`config.mk`:
```
export PLATFORM = sky130hd
export DESIGN_NAME = usb_rx_deser_flat
export DESIGN_NICKNAME = d
export VERILOG_FILES = /design/src/rtl/usb_rx_deser_if.sv /design/src/rtl/usb_rx_deser.sv /design/src/flat_wrapper.sv
export SDC_FILE = /design/constraint.sdc
export NUM_CORES = 1
export LEC_CHECK = 0
export BUFFER_PORTS_ARGS = -buffer_cell sky130_fd_sc_hd__buf_2
export CORE_MARGIN = 3
export CORE_UTILIZATION = 50
export CTS_BUF_LIST = sky130_fd_sc_hd__clkbuf_8
export CTS_CLUSTER_SIZE = 25
export DETAILED_ROUTE_END_ITERATION = 7
export PLACE_DENSITY = 0.8
export REMOVE_ABC_BUFFERS = 1
export SETUP_SLACK_MARGIN = 0.15
export SYNTH_ARGS = -nofsm -noshare
export SYNTH_HDL_FRONTEND = slang
export SYNTH_SLANG_ARGS = --single-unit
```
`constraint.sdc`:
```
create_clock -name clk -period 3.5 [get_ports clk]
set_clock_uncertainty 0.2 [all_clocks]
set_input_delay 0.175 -clock clk [delete_from_list [all_inputs] [get_ports clk]]
set_output_delay 0.175 -clock clk [all_outputs]
set_load 0.01 [all_outputs]
```
`src/rtl/usb_rx_deser_if.sv`:
```
// Bundles the USB receive deserializer's line inputs and word outputs.
// master: the side that drives the sampled line and consumes the words.
// slave : the deserializer itself.
// Handshake: bit_valid is a one-cycle strobe with no back-pressure. dp/se0 are
// meaningful only while it is high. word_valid is a one-cycle strobe with no ready.
// word/word_bytes/word_last are qualified by word_valid and hold until the next
// emission. dbg_state mirrors the FSM state (0=IDLE 1=SYNC 2=DATA 3=ERR).
interface usb_rx_deser_if #(
    parameter int WIDTH = 32
);
    logic             bit_valid;
    logic             dp;
    logic             se0;
    logic [WIDTH-1:0] word;
    logic             word_valid;
    logic [2:0]       word_bytes;
    logic             word_last;
    logic             pkt_active;
    logic             err_stuff;
    logic             err_align;
    logic [1:0]       dbg_state;

    modport master (
        output bit_valid, dp, se0,
        input  word, word_valid, word_bytes, word_last,
        input  pkt_active, err_stuff, err_align, dbg_state
    );

    modport slave (
        input  bit_valid, dp, se0,
        output word, word_valid, word_bytes, word_last,
        output pkt_active, err_stuff, err_align, dbg_state
    );
endinterface

```
`src/rtl/usb_rx_deser.sv`:
```
// USB receive deserializer: NRZI decode, SYNC detection, bit unstuffing and
// LSB-first assembly of payload bits into WIDTH-bit words. It flags the
// end of a packet, stuffing violations and EOPs that are not byte-aligned.
module usb_rx_deser #(
    parameter int WIDTH     = 32,
    parameter int STUFF_LEN = 6,
    parameter int SYNC_MIN  = 5
) (
    input  logic           clk,
    input  logic           reset,
    usb_rx_deser_if.slave  io_bus
);
    localparam int IDX_W  = $clog2(WIDTH);
    localparam int ONES_W = $clog2(STUFF_LEN + 1);
    localparam logic [ONES_W-1:0] STUFF_CNT  = ONES_W'(STUFF_LEN);
    localparam logic [2:0]        SYNC_CNT   = 3'(SYNC_MIN);
    localparam logic [IDX_W-1:0]  LAST_IDX   = IDX_W'(WIDTH - 1);
    localparam logic [2:0]        FULL_BYTES = 3'(WIDTH / 8);

    typedef enum logic [1:0] {
        S_IDLE = 2'd0,
        S_SYNC = 2'd1,
        S_DATA = 2'd2,
        S_ERR  = 2'd3
    } state_t;

    state_t            r_state;
    logic              r_prev_dp;
    logic [IDX_W-1:0]  r_bit_idx;
    logic [ONES_W-1:0] r_ones_cnt;
    logic [2:0]        r_zero_cnt;
    logic [WIDTH-1:0]  r_acc;
    logic [WIDTH-1:0]  r_word;
    logic              r_word_valid;
    logic [2:0]        r_word_bytes;
    logic              r_word_last;
    logic              r_err_stuff;
    logic              r_err_align;

    // A decoded 1 is "no transition" relative to the previous sampled level.
    logic w_bit;
    logic w_aligned;
    assign w_bit     = (io_bus.dp == r_prev_dp);
    assign w_aligned = (r_bit_idx[2:0] == 3'd0);

    // Main FSM: line decode, sync hunt, unstuffing, word assembly and pulses.
    always_ff @(posedge clk) begin
        if (reset) begin
            r_state      <= S_IDLE;
            r_prev_dp    <= 1'b1;
            r_bit_idx    <= '0;
            r_ones_cnt   <= '0;
            r_zero_cnt   <= '0;
            r_acc        <= '0;
            r_word       <= '0;
            r_word_valid <= 1'b0;
            r_word_bytes <= '0;
            r_word_last  <= 1'b0;
            r_err_stuff  <= 1'b0;
            r_err_align  <= 1'b0;
        end else begin
            r_word_valid <= 1'b0;
            r_err_stuff  <= 1'b0;
            r_err_align  <= 1'b0;
            if (io_bus.bit_valid) begin
                // After SE0 the line returns to J, so the next bit is judged against J.
                r_prev_dp <= io_bus.se0 ? 1'b1 : io_bus.dp;
                case (r_state)
                    S_IDLE: begin
                        if (!io_bus.se0 && !w_bit) begin
                            r_state    <= S_SYNC;
                            r_zero_cnt <= 3'd1;
                        end
                    end
                    S_SYNC: begin
                        if (io_bus.se0) begin
                            r_state <= S_IDLE;
                        end else if (!w_bit) begin
                            if (r_zero_cnt != 3'd7) r_zero_cnt <= r_zero_cnt + 3'd1;
                        end else if (r_zero_cnt >= SYNC_CNT) begin
                            // The SYNC-terminating 1 counts toward the stuffing run.
                            r_state    <= S_DATA;
                            r_bit_idx  <= '0;
                            r_ones_cnt <= ONES_W'(1);
                            r_acc      <= '0;
                        end else begin
                            r_state <= S_IDLE;
                        end
                    end
                    S_DATA: begin
                        if (io_bus.se0) begin
                            r_state   <= S_IDLE;
                            r_acc     <= '0;
                            r_bit_idx <= '0;
                            if (w_aligned) begin
                                // Unwritten upper bytes of acc are already zero.
                                if (r_bit_idx != '0) r_word <= r_acc;
                                r_word_valid <= 1'b1;
                                r_word_bytes <= 3'(r_bit_idx >> 3);
                                r_word_last  <= 1'b1;
                            end else begin
                                r_err_align <= 1'b1;
                            end
                        end else if (r_ones_cnt == STUFF_CNT) begin
                            if (w_bit) begin
                                r_err_stuff <= 1'b1;
                                r_state     <= S_ERR;
                                r_acc       <= '0;
                            end else begin
                                r_ones_cnt <= '0;
                            end
                        end else begin
                            r_acc[r_bit_idx] <= w_bit;
                            r_ones_cnt       <= w_bit ? r_ones_cnt + 1'b1 : '0;
                            r_bit_idx        <= r_bit_idx + 1'b1;
                            if (r_bit_idx == LAST_IDX) begin
                                r_word       <= {w_bit, r_acc[WIDTH-2:0]};
                                r_word_valid <= 1'b1;
                                r_word_bytes <= FULL_BYTES;
                                r_word_last  <= 1'b0;
                                r_acc        <= '0;
                            end
                        end
                    end
                    S_ERR: begin
                        if (io_bus.se0) r_state <= S_IDLE;
                    end
                    default: r_state <= S_IDLE;
                endcase
            end
        end
    end

    assign io_bus.word       = r_word;
    assign io_bus.word_valid = r_word_valid;
    assign io_bus.word_bytes = r_word_bytes;
    assign io_bus.word_last  = r_word_last;
    assign io_bus.err_stuff  = r_err_stuff;
    assign io_bus.err_align  = r_err_align;
    assign io_bus.pkt_active = (r_state == S_DATA) || (r_state == S_ERR);
    assign io_bus.dbg_state  = r_state;
endmodule
```
`src/flat_wrapper.sv`:
```
// flat-port wrapper written by rule: the top's interface ports become plain ports
module usb_rx_deser_flat 
#(
    parameter int WIDTH     = 32,
    parameter int STUFF_LEN = 6,
    parameter int SYNC_MIN  = 5
)
  (clk, reset, io_bus_bit_valid, io_bus_dp, io_bus_se0, io_bus_word, io_bus_word_valid, io_bus_word_bytes, io_bus_word_last, io_bus_pkt_active, io_bus_err_stuff, io_bus_err_align, io_bus_dbg_state);
  usb_rx_deser_if #(.WIDTH(WIDTH)) io_bus_i ();
  input  logic clk;
  input  logic reset;
  input wire logic [$bits(io_bus_i.bit_valid)-1:0] io_bus_bit_valid;
  input wire logic [$bits(io_bus_i.dp)-1:0] io_bus_dp;
  input wire logic [$bits(io_bus_i.se0)-1:0] io_bus_se0;
  output wire logic [$bits(io_bus_i.word)-1:0] io_bus_word;
  output wire logic [$bits(io_bus_i.word_valid)-1:0] io_bus_word_valid;
  output wire logic [$bits(io_bus_i.word_bytes)-1:0] io_bus_word_bytes;
  output wire logic [$bits(io_bus_i.word_last)-1:0] io_bus_word_last;
  output wire logic [$bits(io_bus_i.pkt_active)-1:0] io_bus_pkt_active;
  output wire logic [$bits(io_bus_i.err_stuff)-1:0] io_bus_err_stuff;
  output wire logic [$bits(io_bus_i.err_align)-1:0] io_bus_err_align;
  output wire logic [$bits(io_bus_i.dbg_state)-1:0] io_bus_dbg_state;
  assign io_bus_i.bit_valid = io_bus_bit_valid;
  assign io_bus_i.dp = io_bus_dp;
  assign io_bus_i.se0 = io_bus_se0;
  assign io_bus_word = io_bus_i.word;
  assign io_bus_word_valid = io_bus_i.word_valid;
  assign io_bus_word_bytes = io_bus_i.word_bytes;
  assign io_bus_word_last = io_bus_i.word_last;
  assign io_bus_pkt_active = io_bus_i.pkt_active;
  assign io_bus_err_stuff = io_bus_i.err_stuff;
  assign io_bus_err_align = io_bus_i.err_align;
  assign io_bus_dbg_state = io_bus_i.dbg_state;
  usb_rx_deser #(.WIDTH(WIDTH), .STUFF_LEN(STUFF_LEN), .SYNC_MIN(SYNC_MIN)) u_core (.clk(clk), .reset(reset), .io_bus(io_bus_i));
endmodule
```
# Yosys cells after proc, flatten, opt, wreduce, memory -nomap -nowiden
# Cells that the tools add are included.
[classes]
addsub = 3
n_mul = 0
div = 0
n_lt_le_gt_ge = 3
eq_ne = 24
n_shift = 0
mux = 59
bitwise_logic = 4
reduce_logical = 21
[ops]
columns = ["cell", "count"]
rows = [
  ["2-to-1 mux 32 bit", 12],
  ["one-hot mux 32 bit (2 select lines)", 1],
  ["2-to-1 mux 3 bit", 15],
  ["bitwise mux 32 bit", 1],
  ["AND reduction 6 bit", 5],
  ["2-to-1 mux 5 bit", 5],
  ["2-to-1 mux 2 bit", 8],
  ["2-to-1 mux 1 bit", 12],
  ["inequality test 2 x 1 -> 1 bit, second input constant", 6],
  ["one-hot mux 3 bit (2 select lines)", 2],
  ["inequality test 2 bit, second input constant", 5],
  ["one-hot mux 5 bit (2 select lines)", 1],
  ["inequality test 3 x 2 -> 1 bit, second input constant", 3],
  ["inequality test 3 bit, second input constant", 3],
  ["one-hot mux 2 bit (4 select lines)", 1],
  ["AND reduction 7 bit", 1],
  ["adder 3 x 1 -> 3 bit, second input constant", 2],
  ["< comparator 5 x 6 -> 1 bit, second input constant", 1],
  ["nonzero test 2 bit", 3],
  ["adder 5 x 1 -> 5 bit, second input constant", 1],
  ["demux 1 bit (select 5 bit)", 1],
  ["equality test 5 bit, second input constant", 1],
  [">= comparator 5 x 1 -> 1 bit, second input constant", 1],
  ["AND reduction 5 bit", 1],
  ["16 further kinds", 22],
]
[word_totals]
register_bits = 85
latch_bits = 0
mem_bits_rw = 0
rom_bits = 0
inputBits = 5
out_inout_bits = 42
word_cells = 126
n_memories = 0

# Logic depth before layout (Yosys ltp)
[logic_depth]
depth_word = 9
depth_mapped = 10
mapped_depth_nobuf = 8

# Worst setup path after synthesis
# Ideal clock, no wire load.
[synth_timing]
kind = "register -> register"
startpoint = "reg u_core.r_bit_idx[1]"
endpoint = "reg u_core.r_word[24], in the netlist u_core.io_bus.word[24]"
arrival_ns = 2.406
t_required_ns = 3.172
setup_slack_ns = 0.767
path_stages_with_launch = 11
synth_period_minus_slack_ns = 2.733
path_cell_list = "dfxtp_1 -> ha_1 -> clkbuf_1 -> and3_1 -> ha_1 -> inv_1 -> o32a_1 -> nor3_4 -> buf_2 -> mux2i_1 -> nor2_1"
[synth_between]
elab_chain_cells = 3
elab_cells_between_ends = 7
classes_between = "eq/ne (3); reduce/logical (4)"
[synth_lines]
columns = ["item", "line", "source"]
rows = [
  ["from (decl)", "usb_rx_deser.sv:29", "logic [IDX_W-1:0] r_bit_idx;"],
  ["from (signal assigned)", "usb_rx_deser.sv:115", "r_bit_idx <= r_bit_idx + 1'b1;"],
  ["nonzero test 5 bit, or another cell as far along", "usb_rx_deser.sv:97", "if (r_bit_idx != '0) r_word <= r_acc;"],
  ["inequality test 2 x 1 -> 1 bit (no source line) / nonzero test 2 bit (equally long branches)", "--", ""],
  ["AND reduction 6 bit (no source line) *", "--", ""],
  ["to (signal assigned)", "usb_rx_deser.sv:97", ""],
  ["to (signal assigned)", "usb_rx_deser.sv:117", "r_word <= {w_bit, r_acc[WIDTH-2:0]};"],
  ["to (decl)", "usb_rx_deser.sv:33", "logic [WIDTH-1:0] r_word;"],
]
# Mark *: on every way between the ends. The rest lies on a longest branch, timed or not.
# A chain may end at the register's enable or synchronous reset.

# Worst setup path in the final report
[layout_timing]
startpoint = "reg u_core.r_bit_idx[0]"
endpoint = "reg u_core.r_acc[22]"
[layout_between]
elab_chain_cells = 9
elab_cells_between_ends = 11
classes_between = "order compare (2); eq/ne (1); mux (7); reduce/logical (1)"
[layout_lines]
columns = ["item", "line", "source"]
rows = [
  ["< comparator 5 x 6 -> 1 bit (implied by the code) / >= comparator 5 x 1 -> 1 bit (equally long branches)", "usb_rx_deser.sv:113", "r_acc[r_bit_idx] <= w_bit;"],
  ["logical AND 1 bit (implied by the code)", "usb_rx_deser.sv:113", ""],
  ["2-to-1 mux 1 bit (implied by the code)", "usb_rx_deser.sv:113", ""],
  ["demux 1 bit (select 5 bit)", "--", ""],
  ["bitwise mux 32 bit", "usb_rx_deser.sv:113", ""],
  ["2-to-1 mux 32 bit *", "usb_rx_deser.sv:116", "if (r_bit_idx == LAST_IDX) begin"],
  ["2-to-1 mux 32 bit *", "usb_rx_deser.sv:104", "end else if (r_ones_cnt == STUFF_CNT) begin"],
  ["2-to-1 mux 32 bit *", "usb_rx_deser.sv:91", "if (io_bus.se0) begin"],
  ["one-hot mux 32 bit (2 select lines) *", "usb_rx_deser.sv:68", "case (r_state)"],
  ["to (signal, indexed assignment)", "usb_rx_deser.sv:113", ""],
  ["to (decl)", "usb_rx_deser.sv:32", "logic [WIDTH-1:0] r_acc;"],
]
# Marked as above.

==> results_dict.tcl <==
set metrics [dict create \
    timing.final.hold_violations 0 \
    startpoint "u_core.r_bit_idx[0]" \
    clk_pin_slew_worst_paths_ns 0.08 \
    tritoncts.num_buffers 9 \
    min_path_type "in2reg" \
    reg2reg_from "u_core.r_bit_idx[0]" \
    cpLargestDelayFamily "simple AND/OR/NAND/NOR gates" \
    regToRegSetupSlack_ns 0.63 \
    final_stage_net_count 481 \
    post-cts-setup-buffer-count 0 \
    gp_routability_congestion 0.886 \
    worst-path-stages 7 \
    layout_stage_area_growth_over_the_synthesis_result_pct 13.3 \
    cts_root_buf "sky130_fd_sc_hd__clkbuf_8" \
    cp-start-kind "flip-flop" \
    worstMarginPinSlew_ns 0.719 \
    net-switching-power_mw 0.394 \
    post-dp-hpwl_um 5850 \
    insertion_delay_ns 0.35 \
    largest_net_degree_at_the_start_of_global_routing 41 \
    antenna_found_initial 0 \
    post_synthesis_register_bit_count 85 \
    drive_gt1_share_pct 16.6 \
    path_common_cell "sky130_fd_sc_hd__ha_1" \
    internal_power_mw 1.39 \
    vias_per_cell 5.75 \
    synth-seq-area-share_pct 45.5 \
    fmaxAchievable_ghz 0.348 \
    r2r_end "u_core.r_acc[22]" \
    cellPowerDensity_nw_per_um2 420 \
    required_ns 3.57 \
    grt_pass1_vias 2972 \
    antenna_cells 0 \
    dr_total_vias 3262 \
    status "complete, no violations" \
    setup_viol 0 \
    rows 30 \
    clock_net_sink_count 85 \
    post_cts_resize_count 0 \
    tritoncts_clock_tree "done" \
    first_pass_grt_wire_length_um 14000 \
    period_share_pct 82.1 \
    dr_wl_met2_um 4030 \
    multiInputGateArea_um2 1870 \
    max-clock-path-buffers 2 \
    power.static_leakage_nw 1.66 \
    relSlewSlack_pct 52.1 \
    wirelength_met1_um 3800 \
    io_pins 47 \
    power.share.combinational_pct 2.9 \
    grt_use_total_pct 20.1 \
    max_cap_violations 0 \
    slew_violations 0 \
    avgRoutedWirePerCell_um 14.8 \
    seq_area_um2 1700 \
    critPathMaxFanout 24 \
    post_synthesis_instance_area_um2 3740 \
    cts.hold.buffers_added 1 \
    floorplan.initialDensity_pct 53.3 \
    synth-edff-count 0 \
    drtPass1Iterations 5 \
    setup_total_negative_slack_ns 0 \
    remaining_number_of_nets_flagged_by_the_antenna_check_after_routing 0 \
    cell_chain_critical_path "ha_1 -> and3_1 -> ha_1 -> or4_1 -> a31oi_1 -> o21ai_1 -> o21ai_0" \
    ys.flop_type "sky130_fd_sc_hd__dfxtp_1" \
    cp.buffers_inverters 0 \
    asr_flop_ratio_synth_pct 0 \
    post-route-min-period_ns 2.87 \
    placed_cells_incl_taps 550 \
    yosysUniqueCellTypes 50 \
    critical-path-slowest-cell "sky130_fd_sc_hd__or4_1" \
    layout.cells.non_filler 567 \
    synth_cells 431 \
    highest_ir_drop_seen_on_vdd_mv 0.254 \
    die-area_um2 8560 \
    switching_share_pct 22.1 \
    postLayoutCoreUtil_pct 60.4 \
    worstSetupEndpoint "u_core.r_acc[22]" \
    r2r.worst_path.cells 7 \
    total_overflow_reported_by_the_global_router 0 \
    drc_errors 0 \
    post_synth.cell_area_avg_um2 8.69 \
    seqPwrFrac_pct 54.5 \
    initialDrtViolationCount 220 \
    critical_path.endpoint_type "flip-flop" \
    rsz0062_at_grt "false" \
    critical_path_arrival_ns 2.94 \
    synth.yosys.warnings 0 \
    die-width_um 92.5 \
    met3RoutedLength_um 463 \
    layout.filler_cells 659 \
    path_class "reg2reg" \
    placement.io_buffers 46 \
    highest-signal-layer "met4" \
    critPathMaxStageDelay_ns 0.88 \
    drt_wl_total_um 8400 \
    design.core.area_um2 7020 \
    clock_power_share_pct 42.6 \
    h-tree-depth 3 \
    die_height_um 92.5 \
]
worst reg2reg max path, cell delays in order (launching register included):
cell	delay (ns)
sky130_fd_sc_hd__dfxtp_1	0.35
sky130_fd_sc_hd__ha_1	0.36
sky130_fd_sc_hd__and3_1	0.26
sky130_fd_sc_hd__ha_1	0.22
sky130_fd_sc_hd__or4_1	0.88
sky130_fd_sc_hd__a31oi_1	0.32
sky130_fd_sc_hd__o21ai_1	0.10
sky130_fd_sc_hd__o21ai_0	0.09
cell usage after synthesis, drive strengths merged, types with 7 or more instances:
cell type  instances  area (um2)
nor3               7        51.3
nor2              57         214
buf                9        51.3
mux2i             33         330
inv               12        45.0
a21oi             28         140
ha                10         125
nand3              7        35.0
o21ai             65         325
a31oi             11        68.8
clkbuf            20        77.6
nand2             30         115
dfxtp             85        1700
kinds of logic after synthesis:
logic type               count (synthesis)  share of synthesized area [%]
XOR/XNOR                                 2                          0.669
multiplexers                            33                           8.82
flip-flops                              85                           45.5
AO/OA/AOI/OAI                          128                           20.0
AND/OR/NAND/NOR                        132                           17.1
adder cells (fa/ha/maj)                 10                           3.34
buffers and inverters                   41                           4.65
through the flow:
stage                     hold WS (ns)  setup slack, ns  cell area [um2]  power (mW)
after floorplan                 0.0441            0.232             3610        1.02
after global placement           0.244            0.793             4010        1.04
after detailed placement         0.245            0.670             4010        1.04
after CTS                      0.00325            0.630             4240        1.79
after global routing            0.0366            0.475             4240        1.84
final                           0.0208            0.627             4240        1.78
power by group through the flow:
stage	Clock (mW)	Sequential, mW	Combinational [mW]
final	0.759	0.971	0.0514
after global routing	0.809	0.972	0.0562
after CTS	0.772	0.971	0.0512
after detailed placement	0	0.994	0.0500
after global placement	0	0.994	0.0486
after floorplan	0	0.994	0.0233
how the worst min path moves through the flow:
| stage | start | endpoint | slack [ns] | cells past startpoint |
|---|---|---|---|---|
| floorplan | reset | u_core.io_bus.word_bytes[0] | 0.04 | 1 |
| global placement | u_core.io_bus.word_last | u_core.io_bus.word_last | 0.24 | 2 |
| detailed placement | u_core.io_bus.word_bytes[1] | u_core.io_bus.word_bytes[1] | 0.24 | 2 |
| CTS | io_bus_se0 | u_core.io_bus.word_last | 0.003 | 3 |
| global route | io_bus_se0 | u_core.io_bus.word_last | 0.04 | 3 |
| finish | io_bus_se0 | u_core.io_bus.word_last | 0.02 | 3 |
state kept, by name, summed over array words and instances, names as in the netlist, 2 cells and up:
name / cells
u_core.io_bus.dbg_state: 2
u_core.io_bus.word: 32
u_core.r_acc: 32
u_core.r_zero_cnt: 3
u_core.r_bit_idx: 5
u_core.io_bus.word_bytes: 3
u_core.r_ones_cnt: 3
layer usage:
metal / track usage, % / vias to the layer above
met2: 32.3 / 106
met1: 26.6 / 1556
met5: 0 / -
met3: 3.90 / 10
met4: 7.92 / 0
li1: - / 1590
layout by cell type, fill, tap and decap left out, types with 5 or more instances in the layout:
master / count
sky130_fd_sc_hd__nand2_1: 29
sky130_fd_sc_hd__a31oi_1: 11
sky130_fd_sc_hd__buf_4: 6
sky130_fd_sc_hd__inv_1: 13
sky130_fd_sc_hd__nor2b_1: 5
sky130_fd_sc_hd__nor2_1: 57
sky130_fd_sc_hd__buf_2: 46
sky130_fd_sc_hd__nand2b_1: 5
sky130_fd_sc_hd__ha_1: 10
sky130_fd_sc_hd__clkbuf_8: 9
sky130_fd_sc_hd__dfxtp_1: 85
sky130_fd_sc_hd__nand3_1: 7
sky130_fd_sc_hd__o21ai_0: 61
sky130_fd_sc_hd__mux2i_1: 33
sky130_fd_sc_hd__nor3_1: 5
sky130_fd_sc_hd__a21oi_1: 28
final cells by class:
| class | count | share of cell area, % |
|---|---|---|
| multi-input cells | 305 | 44.0 |
| well taps | 96 | 2.83 |
| clock inverters | 7 | 2.30 |
| repair buffers | 53 | 6.73 |
| inverters | 12 | 1.06 |
| flip-flops and latches | 85 | 40.1 |
| clock buffers | 9 | 2.92 |
Power figures use the tool's default switching activity.
